[src/rtl/alu_control_mdu_if.sv]
// ---------------------------------------------------------------------------
// alu_control_mdu_if
//   Bundles the control-unit / operand inputs and the ALU-control and
//   multiply/divide result outputs of alu_control_mdu.
//
//   Parameter WIDTH : operand / HI / LO width.
//   master : driver side (control unit, register file, bench)
//   slave  : alu_control_mdu
//
//   Signals (master -> slave):
//     ALUOp[1:0]     operation class
//     Function[5:0]  instruction bits 5:0
//     Issue          decoded instruction valid this cycle
//     A, B           rs / rt operands
//   Signals (slave -> master):
//     ALUControl[3:0] ALU operation select
//     JR              jump-register decode
//     Busy            multiply/divide in progress
//     Stall           pipeline hold request
//     Done            one-cycle pulse when HI/LO written
//     DivZero         qualifies Done: divisor was zero
//     HI, LO          result registers
//     HiLoData        MFHI / MFLO read data
// ---------------------------------------------------------------------------
interface alu_control_mdu_if #(
   parameter int WIDTH = 32
);
   logic [1:0]       ALUOp;
   logic [5:0]       Function;
   logic             Issue;
   logic [WIDTH-1:0] A;
   logic [WIDTH-1:0] B;

   logic [3:0]       ALUControl;
   logic             JR;
   logic             Busy;
   logic             Stall;
   logic             Done;
   logic             DivZero;
   logic [WIDTH-1:0] HI;
   logic [WIDTH-1:0] LO;
   logic [WIDTH-1:0] HiLoData;

   modport master (
      output ALUOp, Function, Issue, A, B,
      input  ALUControl, JR, Busy, Stall, Done, DivZero, HI, LO, HiLoData
   );

   modport slave (
      input  ALUOp, Function, Issue, A, B,
      output ALUControl, JR, Busy, Stall, Done, DivZero, HI, LO, HiLoData
   );
endinterface

[src/rtl/alu_control_mdu.sv]
// ---------------------------------------------------------------------------
// alu_control_mdu
//   ALU control decoder plus an iterative multiply/divide unit with HI/LO.
//
//   Ports:
//     clk    : clock, all state updates on rising edge
//     reset  : synchronous, active-high
//     bus    : alu_control_mdu_if.slave (ALUOp, Function, Issue, A, B in;
//              ALUControl, JR, Busy, Stall, Done, DivZero, HI, LO,
//              HiLoData out)
//
//   Parameter WIDTH : operand width, even and >= 8.
//
//   Build option: define ALU_CONTROL_MDU_DIV_EN to include the divider.
//   Without it DIV/DIVU decode as no-ops and DivZero is tied low.
//
//   Sequencing: IDLE -> ITER (WIDTH cycles, one bit each) -> FIX (sign
//   correction, HI/LO write) -> IDLE with Done pulsing in the following
//   cycle. Multiply and divide both iterate on operand magnitudes.
// ---------------------------------------------------------------------------
module alu_control_mdu #(
   parameter int WIDTH = 32
) (
   input logic               clk,
   input logic               reset,
   alu_control_mdu_if.slave  bus
);

   localparam int CW = $clog2(WIDTH);

   localparam logic [1:0] S_IDLE = 2'b00;
   localparam logic [1:0] S_ITER = 2'b01;
   localparam logic [1:0] S_FIX  = 2'b10;

   logic [1:0]         state;
   logic [CW-1:0]      cnt;
   logic               md_dec;
   logic               mf_dec;
   logic               sel_hi;
   logic               sel_lo;
   logic               op_signed;
   logic               accept;
   logic               last_iter;
   logic               done_r;
   logic               neg_p;
   logic [2*WIDTH-1:0] prod;
   logic [WIDTH-1:0]   mcand;
   logic [WIDTH-1:0]   mag_a;
   logic [WIDTH-1:0]   mag_b;
   logic [WIDTH:0]     mul_sum;
   logic [WIDTH-1:0]   hi_r;
   logic [WIDTH-1:0]   lo_r;
   logic [WIDTH-1:0]   hi_nxt;
   logic [WIDTH-1:0]   lo_nxt;
`ifdef ALU_CONTROL_MDU_DIV_EN
   logic               op_div;
   logic               is_div;
   logic               neg_r;
   logic               div_zero_p;
   logic               dz_r;
   logic [WIDTH-1:0]   a_keep;
   logic [WIDTH:0]     div_trial;
`endif

   function automatic logic [WIDTH-1:0] cond_neg(input logic [WIDTH-1:0] v,
                                                 input logic neg);
      return neg ? -v : v;
   endfunction

   function automatic logic [2*WIDTH-1:0] cond_neg2(input logic [2*WIDTH-1:0] v,
                                                    input logic neg);
      return neg ? -v : v;
   endfunction

   // Control decode
   always_comb begin
      bus.ALUControl = 4'b0000;
      bus.JR         = 1'b0;
      md_dec         = 1'b0;
      mf_dec         = 1'b0;
      sel_hi         = 1'b0;
      sel_lo         = 1'b0;
      op_signed      = 1'b0;
`ifdef ALU_CONTROL_MDU_DIV_EN
      op_div         = 1'b0;
`endif
      case (bus.ALUOp)
         2'b00: bus.ALUControl = 4'b0010;
         2'b01: bus.ALUControl = 4'b0110;
         default: begin
            case (bus.Function)
               6'b100100: bus.ALUControl = 4'b0000;
               6'b100101: bus.ALUControl = 4'b0001;
               6'b100000: bus.ALUControl = 4'b0010;
               6'b100010: bus.ALUControl = 4'b0110;
               6'b101010: bus.ALUControl = 4'b0111;
               6'b100111: bus.ALUControl = 4'b1100;
               6'b001000: bus.JR         = 1'b1;
               6'b011000: begin md_dec = 1'b1; op_signed = 1'b1; end
               6'b011001: md_dec = 1'b1;
`ifdef ALU_CONTROL_MDU_DIV_EN
               6'b011010: begin md_dec = 1'b1; op_div = 1'b1; op_signed = 1'b1; end
               6'b011011: begin md_dec = 1'b1; op_div = 1'b1; end
`endif
               6'b010000: begin mf_dec = 1'b1; sel_hi = 1'b1; end
               6'b010010: begin mf_dec = 1'b1; sel_lo = 1'b1; end
               default: ;
            endcase
         end
      endcase
   end

   // Busy is low only in IDLE, so IDLE alone qualifies acceptance.
   assign accept    = (state == S_IDLE) && bus.Issue && md_dec;
   assign last_iter = (cnt == CW'(WIDTH-1));

   assign mag_a = cond_neg(bus.A, op_signed & bus.A[WIDTH-1]);
   assign mag_b = cond_neg(bus.B, op_signed & bus.B[WIDTH-1]);

   // Shift-add step: upper half accumulates, product shifts right.
   assign mul_sum = {1'b0, prod[2*WIDTH-1:WIDTH]} + (prod[0] ? {1'b0, mcand} : '0);

`ifdef ALU_CONTROL_MDU_DIV_EN
   // Restoring step: remainder shifted with the next dividend bit, minus
   // divisor; a clear MSB means the subtraction fits.
   assign div_trial = prod[2*WIDTH-1:WIDTH-1] - {1'b0, mcand};
`endif

   // Operand latch and iteration datapath
   always_ff @(posedge clk) begin
      case (state)
         S_IDLE: begin
            if (accept) begin
               neg_p <= op_signed & (bus.A[WIDTH-1] ^ bus.B[WIDTH-1]);
`ifdef ALU_CONTROL_MDU_DIV_EN
               neg_r      <= op_signed & bus.A[WIDTH-1];
               is_div     <= op_div;
               a_keep     <= bus.A;
               div_zero_p <= (bus.B == '0);
               if (op_div) begin
                  prod  <= {{WIDTH{1'b0}}, mag_a};
                  mcand <= mag_b;
               end else
`endif
               begin
                  prod  <= {{WIDTH{1'b0}}, mag_b};
                  mcand <= mag_a;
               end
            end
         end
         S_ITER: begin
`ifdef ALU_CONTROL_MDU_DIV_EN
            if (is_div) begin
               if (!div_trial[WIDTH])
                  prod <= {div_trial[WIDTH-1:0], prod[WIDTH-2:0], 1'b1};
               else
                  prod <= {prod[2*WIDTH-2:0], 1'b0};
            end else
`endif
            prod <= {mul_sum, prod[WIDTH-1:1]};
         end
         default: ;
      endcase
   end

   // Sign fix-up of the magnitude result
   always_comb begin
      {hi_nxt, lo_nxt} = cond_neg2(prod, neg_p);
`ifdef ALU_CONTROL_MDU_DIV_EN
      if (is_div) begin
         hi_nxt = cond_neg(prod[2*WIDTH-1:WIDTH], neg_r);
         lo_nxt = cond_neg(prod[WIDTH-1:0], neg_p);
         if (div_zero_p) begin
            hi_nxt = a_keep;
            lo_nxt = '1;
         end
      end
`endif
   end

   // Sequencer and HI/LO registers
   always_ff @(posedge clk) begin
      if (reset) begin
         state  <= S_IDLE;
         cnt    <= '0;
         done_r <= 1'b0;
         hi_r   <= '0;
         lo_r   <= '0;
`ifdef ALU_CONTROL_MDU_DIV_EN
         dz_r   <= 1'b0;
`endif
      end else begin
         done_r <= 1'b0;
`ifdef ALU_CONTROL_MDU_DIV_EN
         dz_r   <= 1'b0;
`endif
         case (state)
            S_IDLE: begin
               if (accept) begin
                  state <= S_ITER;
                  cnt   <= '0;
               end
            end
            S_ITER: begin
               cnt <= cnt + 1'b1;
               if (last_iter) state <= S_FIX;
            end
            S_FIX: begin
               hi_r   <= hi_nxt;
               lo_r   <= lo_nxt;
               done_r <= 1'b1;
`ifdef ALU_CONTROL_MDU_DIV_EN
               dz_r   <= is_div & div_zero_p;
`endif
               state  <= S_IDLE;
            end
            default: state <= S_IDLE;
         endcase
      end
   end

   assign bus.Busy     = (state != S_IDLE);
   assign bus.Stall    = bus.Busy & bus.Issue & (md_dec | mf_dec);
   assign bus.Done     = done_r;
`ifdef ALU_CONTROL_MDU_DIV_EN
   assign bus.DivZero  = dz_r;
`else
   assign bus.DivZero  = 1'b0;
`endif
   assign bus.HI       = hi_r;
   assign bus.LO       = lo_r;
   assign bus.HiLoData = sel_hi ? hi_r : (sel_lo ? lo_r : '0);

endmodule

[src/flat_wrapper.sv]
// flat-port wrapper written by rule: the top's interface ports become plain ports
module alu_control_mdu_flat 
#(
   parameter int WIDTH = 32
)
  (clk, reset, bus_ALUOp, bus_Function, bus_Issue, bus_A, bus_B, bus_ALUControl, bus_JR, bus_Busy, bus_Stall, bus_Done, bus_DivZero, bus_HI, bus_LO, bus_HiLoData);
  alu_control_mdu_if #(.WIDTH(WIDTH)) bus_i ();
  input logic clk;
  input logic reset;
  input wire logic [$bits(bus_i.ALUOp)-1:0] bus_ALUOp;
  input wire logic [$bits(bus_i.Function)-1:0] bus_Function;
  input wire logic [$bits(bus_i.Issue)-1:0] bus_Issue;
  input wire logic [$bits(bus_i.A)-1:0] bus_A;
  input wire logic [$bits(bus_i.B)-1:0] bus_B;
  output wire logic [$bits(bus_i.ALUControl)-1:0] bus_ALUControl;
  output wire logic [$bits(bus_i.JR)-1:0] bus_JR;
  output wire logic [$bits(bus_i.Busy)-1:0] bus_Busy;
  output wire logic [$bits(bus_i.Stall)-1:0] bus_Stall;
  output wire logic [$bits(bus_i.Done)-1:0] bus_Done;
  output wire logic [$bits(bus_i.DivZero)-1:0] bus_DivZero;
  output wire logic [$bits(bus_i.HI)-1:0] bus_HI;
  output wire logic [$bits(bus_i.LO)-1:0] bus_LO;
  output wire logic [$bits(bus_i.HiLoData)-1:0] bus_HiLoData;
  assign bus_i.ALUOp = bus_ALUOp;
  assign bus_i.Function = bus_Function;
  assign bus_i.Issue = bus_Issue;
  assign bus_i.A = bus_A;
  assign bus_i.B = bus_B;
  assign bus_ALUControl = bus_i.ALUControl;
  assign bus_JR = bus_i.JR;
  assign bus_Busy = bus_i.Busy;
  assign bus_Stall = bus_i.Stall;
  assign bus_Done = bus_i.Done;
  assign bus_DivZero = bus_i.DivZero;
  assign bus_HI = bus_i.HI;
  assign bus_LO = bus_i.LO;
  assign bus_HiLoData = bus_i.HiLoData;
  alu_control_mdu #(.WIDTH(WIDTH)) u_core (.clk(clk), .reset(reset), .bus(bus_i));
endmodule
[config.mk]
export PLATFORM = sky130hd
export DESIGN_NAME = alu_control_mdu_flat
export DESIGN_NICKNAME = d
export VERILOG_FILES = /design/src/rtl/alu_control_mdu_if.sv /design/src/rtl/alu_control_mdu.sv /design/src/flat_wrapper.sv
export SDC_FILE = /design/constraint.sdc
export NUM_CORES = 1
export LEC_CHECK = 0
export CAP_MARGIN = 20
export CORE_MARGIN = 2
export CORE_UTILIZATION = 40
export CTS_CLUSTER_SIZE = 30
export DETAILED_ROUTE_END_ITERATION = 12
export DONT_BUFFER_PORTS = 1
export PLACE_DENSITY = 0.63
export SLEW_MARGIN = 20
export SYNTH_ARGS = -nofsm -noshare
export SYNTH_HDL_FRONTEND = slang
export SYNTH_SLANG_ARGS = --single-unit
[constraint.sdc]
create_clock -name clk -period 8.55 [get_ports clk]
set_input_delay 0.4275 -clock clk [delete_from_list [all_inputs] [get_ports clk]]
set_output_delay 0.4275 -clock clk [all_outputs]
set_load 0.03 [all_outputs]
After elaboration in Yosys (flattened, before gate mapping)
Index checks and enable logic that the tools add are counted. W data, S select, Z words.

Flip-flop bits (word level): 169. Bits of input ports: 75.

Add/subtract/negate cells: 5. Bitwise logic cells: 7. Mux-type cells: 28. Eq/ne operators: 16. Reductions and logical operators: 12.

Operators by type and width (count): $mux W32 (5); $mux W64 (2); $pmux W64 S2 (1); $neg A32 Y32 (2); $neg A64 Y64 (1); $add A32 B33 Y33 (1); $eq A6 B6 Y1 const B (5); $eq A6 B5 Y1 const B (4); $pmux W4 S5 (1); $mux W1 (13); $pmux W5 S2 (1); $pmux W4 S2 (1); $eq A6 B4 Y1 const B (1); $reduce_and A2 Y1 (3); $reduce_or A2 Y1 (3); $add A5 B1 Y5 const B (1); $and A1 B1 Y1 (5); $eq A5 B5 Y1 const B (1); $mux W5 (1); $eq A2 B1 Y1 const B (2); $logic_not A2 Y1 (2); $mux W2 (2); $ne A2 B1 Y1 const B (2); $pmux W2 S2 (1); other kinds (5) (7).

Longest topological paths before layout
Depth after elaboration: 7. Gate-level depth with buffers: 10.

Worst setup path before layout
OpenSTA, ideal clock, no wires.

Path type: input-to-reg. Start: in bus_Function[1]. End: reg u_core.mcand[0], enable pin. Setup time: 0.469 ns. Slack: 4.657 ns. Data required time: 8.081 ns. Cell stages on the path: 4. Buffers on the path: 1. Arrival time: 3.424 ns. Path through: clkbuf_1 nor2b_1 nand3_1 nor3_1.

Longest elaborated chain between the ends: 6. Elaborated cells between the ends (all ways): 7.

RTL lines: start, declared (RTL line flat_wrapper.sv:11) `input wire logic [$bits(bus_i.Function)-1:0] bus_Function;`; $eq A6 B5 Y1 (RTL line alu_control_mdu.sv:91) `case (bus.Function)`; $reduce_or A2 Y1 (no source line) *; $mux W1 * (RTL line alu_control_mdu.sv:91); $mux W1 * (RTL line alu_control_mdu.sv:87) `case (bus.ALUOp)`; $logic_and A1 B1 Y1 * (RTL line alu_control_mdu.sv:114) `assign accept = (state == S_IDLE) && bus.Issue && md_dec;`; $reduce_and A2 Y1 (no source line) *; end signal, assigned (RTL line alu_control_mdu.sv:147) `mcand <= mag_a;`; end, declared (RTL line alu_control_mdu.sv:47) `logic [WIDTH-1:0] mcand;`.

Mark *: on every way between the ends. The rest lies on a longest branch, timed or not. A chain may end at the register's enable or synchronous reset.

Worst setup path after layout
Start: reg u_core.prod[0]. End: reg u_core.prod[61], data pin.

Longest elaborated chain between the ends: 3.

RTL lines: start, declared (RTL line alu_control_mdu.sv:46) `logic [2*WIDTH-1:0] prod;`; start signal, assigned (RTL line alu_control_mdu.sv:146) `prod <= {{WIDTH{1'b0}}, mag_b};`; start signal, assigned (RTL line alu_control_mdu.sv:160) `prod <= {mul_sum, prod[WIDTH-1:1]};`; $mux W32 (RTL line alu_control_mdu.sv:121) `assign mul_sum = {1'b0, prod[2*WIDTH-1:WIDTH]} + (prod[0] ? {1'b0, mcand} : '0);`; $add A32 B33 Y33 (RTL line alu_control_mdu.sv:121); $pmux W64 S2 (RTL line alu_control_mdu.sv:131) `case (state)`.

No other way between the ends.

==> results.sh <==
export IMPL_status="finished, final reports clean"
export IMPL_synth_edf_count=97
export IMPL_cp_buffers_inverters=0
export IMPL_skew_ns=0.01007
export IMPL_cts_root_buf="clkbuf_16"
export IMPL_clkTransAtPathRegs_ns=0.07
export IMPL_drtPass1Iterations=5
export IMPL_multiInputGateArea_sq_um=6718
export IMPL_synth_seq_cells=169
export IMPL_io_pins=180
export IMPL_timing_final_crit_share_pct=41.07
export IMPL_cts_tree="done"
export IMPL_syn_inst=1297
export IMPL_finalMaxSlewViolations=0
export IMPL_worst_ep_arrival_time_ns=3.68
export IMPL_die_h_um=173.1
export IMPL_gp_congestion=0.9095
export IMPL_max_cap_violations=0
export IMPL_criticalPathCategory="reg -> reg"
export IMPL_grt_usage_pct=21.63
export IMPL_yosysSeqAreaShare_pct=38.08
export IMPL_fp_dieW_um=173.1
export IMPL_end_kind="register"
export IMPL_whs_ns=0.06194
export IMPL_numPortBuffers=0
export IMPL_path_cells="and2_1 -> ha_1 -> fa_1 -> a21o_1 -> a31o_2 -> nand4_1 -> a2111oi_0 -> o21a_1 -> nor3_1"
export IMPL_die_area_sq_um=29960
export IMPL_vdd_drop_max_mv=0.1308
export IMPL_drt_iter0_drc=887
export IMPL_syn_num_nets=1410
export IMPL_fill_cells=2829
export IMPL_setup_violations=0
export IMPL_start_kind="register"
export IMPL_cts_resized=0
export IMPL_finalInstanceArea_sq_um=12280
export IMPL_ys_flop_type="edfxtp_1"
export IMPL_most_common_layout_cells="nand2_1, nor2_1, edfxtp_1"
export IMPL_final_common_cell="nand2_1"
export IMPL_htree_levels=4
export IMPL_avgSynthCellArea_sq_um=8.816
export IMPL_clk_latency_ns=0.44
export IMPL_drt_total_wl_mm=32.82
export IMPL_grt_antenna_before_repair=0
export IMPL_n_antenna_cell=0
export IMPL_post_cts_buffers=0
export IMPL_worstMarginPinSlew_ns=0.9792
export IMPL_synth_cell_types=78
export IMPL_vias=9774
export IMPL_start_util_pct=40.93
export IMPL_placed_cell_area_sq_um=11700
export IMPL_avgRoutedWirePerCell_um=20.01
export IMPL_nets=1362
export IMPL_drc=0
export IMPL_crit_family="compound AO/OA/AOI/OAI gates"
export IMPL_rows=61
export IMPL_drive_above_1_share_pct=5.864
export IMPL_critical_path_required_ns=8.72
export IMPL_numCtsBuffers=17
export IMPL_grt_max_degree=67
export IMPL_synth_area_sq_um=11430
export IMPL_cts_hold_buf=0
export IMPL_overflow=0
export IMPL_grt_pass1_wl_mm=51.45
export IMPL_core_area_sq_um=27930
export IMPL_setup_tns_ns=0
export IMPL_fmax_ghz=0.2848
export IMPL_relSlewSlack_pct=34.72
export IMPL_grt_pass1_vias=8937
export IMPL_p_leak_nw=4.330
export IMPL_worstHoldPathType="in -> reg"
export IMPL_finalCriticalPeriod_ns=3.512
export IMPL_ant_nets=0
export IMPL_clock_sinks=169
export IMPL_hold_viol=0
export IMPL_slowest_delay_ns=0.99
export IMPL_post_dp_hpwl_mm=24.94
export IMPL_drt_vias_per_instance=5.960
export IMPL_crit_fanout=36
export IMPL_powerDensity_nw_per_um2=138.5
export IMPL_rsz0062_at_grt="false"
export IMPL_syn2layout_area_growth_pct=7.418
export IMPL_register_area_sq_um=4354
export IMPL_async_flop_share_pct=0
export IMPL_clockBufferDepth=2
export IMPL_cp_slowest_cell="edfxtp_1"
export IMPL_yosys_warnings=0
[logic make-up (layout without fill, tap and decap cells)]
family / Yosys count / count (layout) / share of synthesized area (%)
compound gates: 336 / 336 / 19.58
fa+ha+maj: 38 / 38 / 4.224
simple gates: 488 / 488 / 21.53
other cells: 1 / 1 / 0.03279
flops: 169 / 169 / 38.08
buf+inv: 98 / 63 / 3.370
xor+xnor: 131 / 131 / 10.03
mux: 36 / 36 / 3.151
[synthesized netlist by cell type (4+ instances only)]
| cell | n | area share, % |
|---|---|---|
| nand2_1 | 142 | 4.7 |
| nor2_1 | 114 | 3.7 |
| edfxtp_1 | 97 | 25 |
| xor2_1 | 94 | 7.2 |
| o21ai_0 | 79 | 3.5 |
| dfxtp_1 | 72 | 13 |
| clkbuf_1 | 64 | 2.1 |
| a21oi_1 | 58 | 2.5 |
| and2_1 | 39 | 2.1 |
| nor3_1 | 38 | 1.7 |
| ha_1 | 37 | 4.0 |
| xnor2_1 | 37 | 2.8 |
| mux2i_1 | 36 | 3.2 |
| o21ai_1 | 36 | 1.6 |
| o31ai_1 | 32 | 2.1 |
| a211oi_1 | 27 | 1.8 |
| nand3_1 | 23 | 1.0 |
| o41ai_1 | 22 | 1.7 |
| nand4_1 | 21 | 1.1 |
| inv_1 | 20 | 0.66 |
| nor4_1 | 18 | 0.98 |
| o21a_1 | 14 | 0.92 |
| or3_1 | 14 | 0.77 |
| or4_1 | 14 | 0.92 |
| nand2b_1 | 11 | 0.60 |
| and3_1 | 9 | 0.49 |
| buf_1 | 9 | 0.30 |
| o211ai_1 | 9 | 0.59 |
| a21o_1 | 8 | 0.53 |
| o41ai_2 | 8 | 1.1 |
| or2_2 | 7 | 0.38 |
| nor2b_1 | 6 | 0.33 |
| a211o_1 | 5 | 0.38 |
| a31oi_1 | 5 | 0.27 |
| nand3b_1 | 5 | 0.33 |
| and4b_1 | 4 | 0.35 |
[per-stage QoR]
step                      util [%]  setup WS, ns  cells  total power [mW]
after global placement       41.89         5.265   1608            0.9432
after floorplan                  -         4.657   1297            0.9351
final                        43.97         5.038   1640             1.702
after detailed placement     41.89         5.125   1608            0.9440
after global routing         43.97         4.784   1640             1.748
after CTS                    43.97         5.103   1640             1.713
[path summary, 6_finish.rpt]
path                       endpoint            from  cells past startpoint  slack, ns
setup reg to reg    u_core.prod[61]  u_core.prod[0]                      9       5.04
hold reg to reg       u_core.cnt[4]   u_core.cnt[4]                      2       0.53
setup / recovery    u_core.prod[61]  u_core.prod[0]                      9       5.04
hold / removal    u_core.bus.LO[21]           reset                      1       0.06
[registers in the layout (all words and copies together) (netlist names)]
register / flops
u_core.mcand: 32
u_core.bus.Done: 1
u_core.bus.LO: 32
u_core.state: 2
u_core.neg_p: 1
u_core.prod: 64
u_core.bus.HI: 32
u_core.cnt: 5
[where the power goes]
group          switching, mW  total, mW  internal [mW]
registers            0.00388      0.863          0.860
logic                 0.0353     0.0623         0.0270
clock network          0.362      0.776          0.414
total                  0.401       1.70           1.30
[layer usage]
layer / part of all wire [%] / vias to the layer above / wire length, um / GRT usage (%)
met5: 0 / - / 0 / 0
met4: 1.4 / 0 / 463 / 4.873
met3: 7.0 / 34 / 2303 / 4.024
met2: 45 / 386 / 14670 / 33.43
met1: 47 / 4654 / 15380 / 31.32
li1: - / 4700 / - / -
[cell type report]
| type | instances | area share (%) |
|---|---|---|
| Tap cell | 378 | 3.850 |
| Sequential cell | 169 | 35.45 |
| Timing Repair Buffer | 11 | 0.6723 |
| Inverter | 20 | 0.6112 |
| Clock inverter | 14 | 1.233 |
| Clock buffer | 18 | 3.494 |
| Multi-Input combinational cell | 1030 | 54.69 |
(Power assumes the default switching activity.)
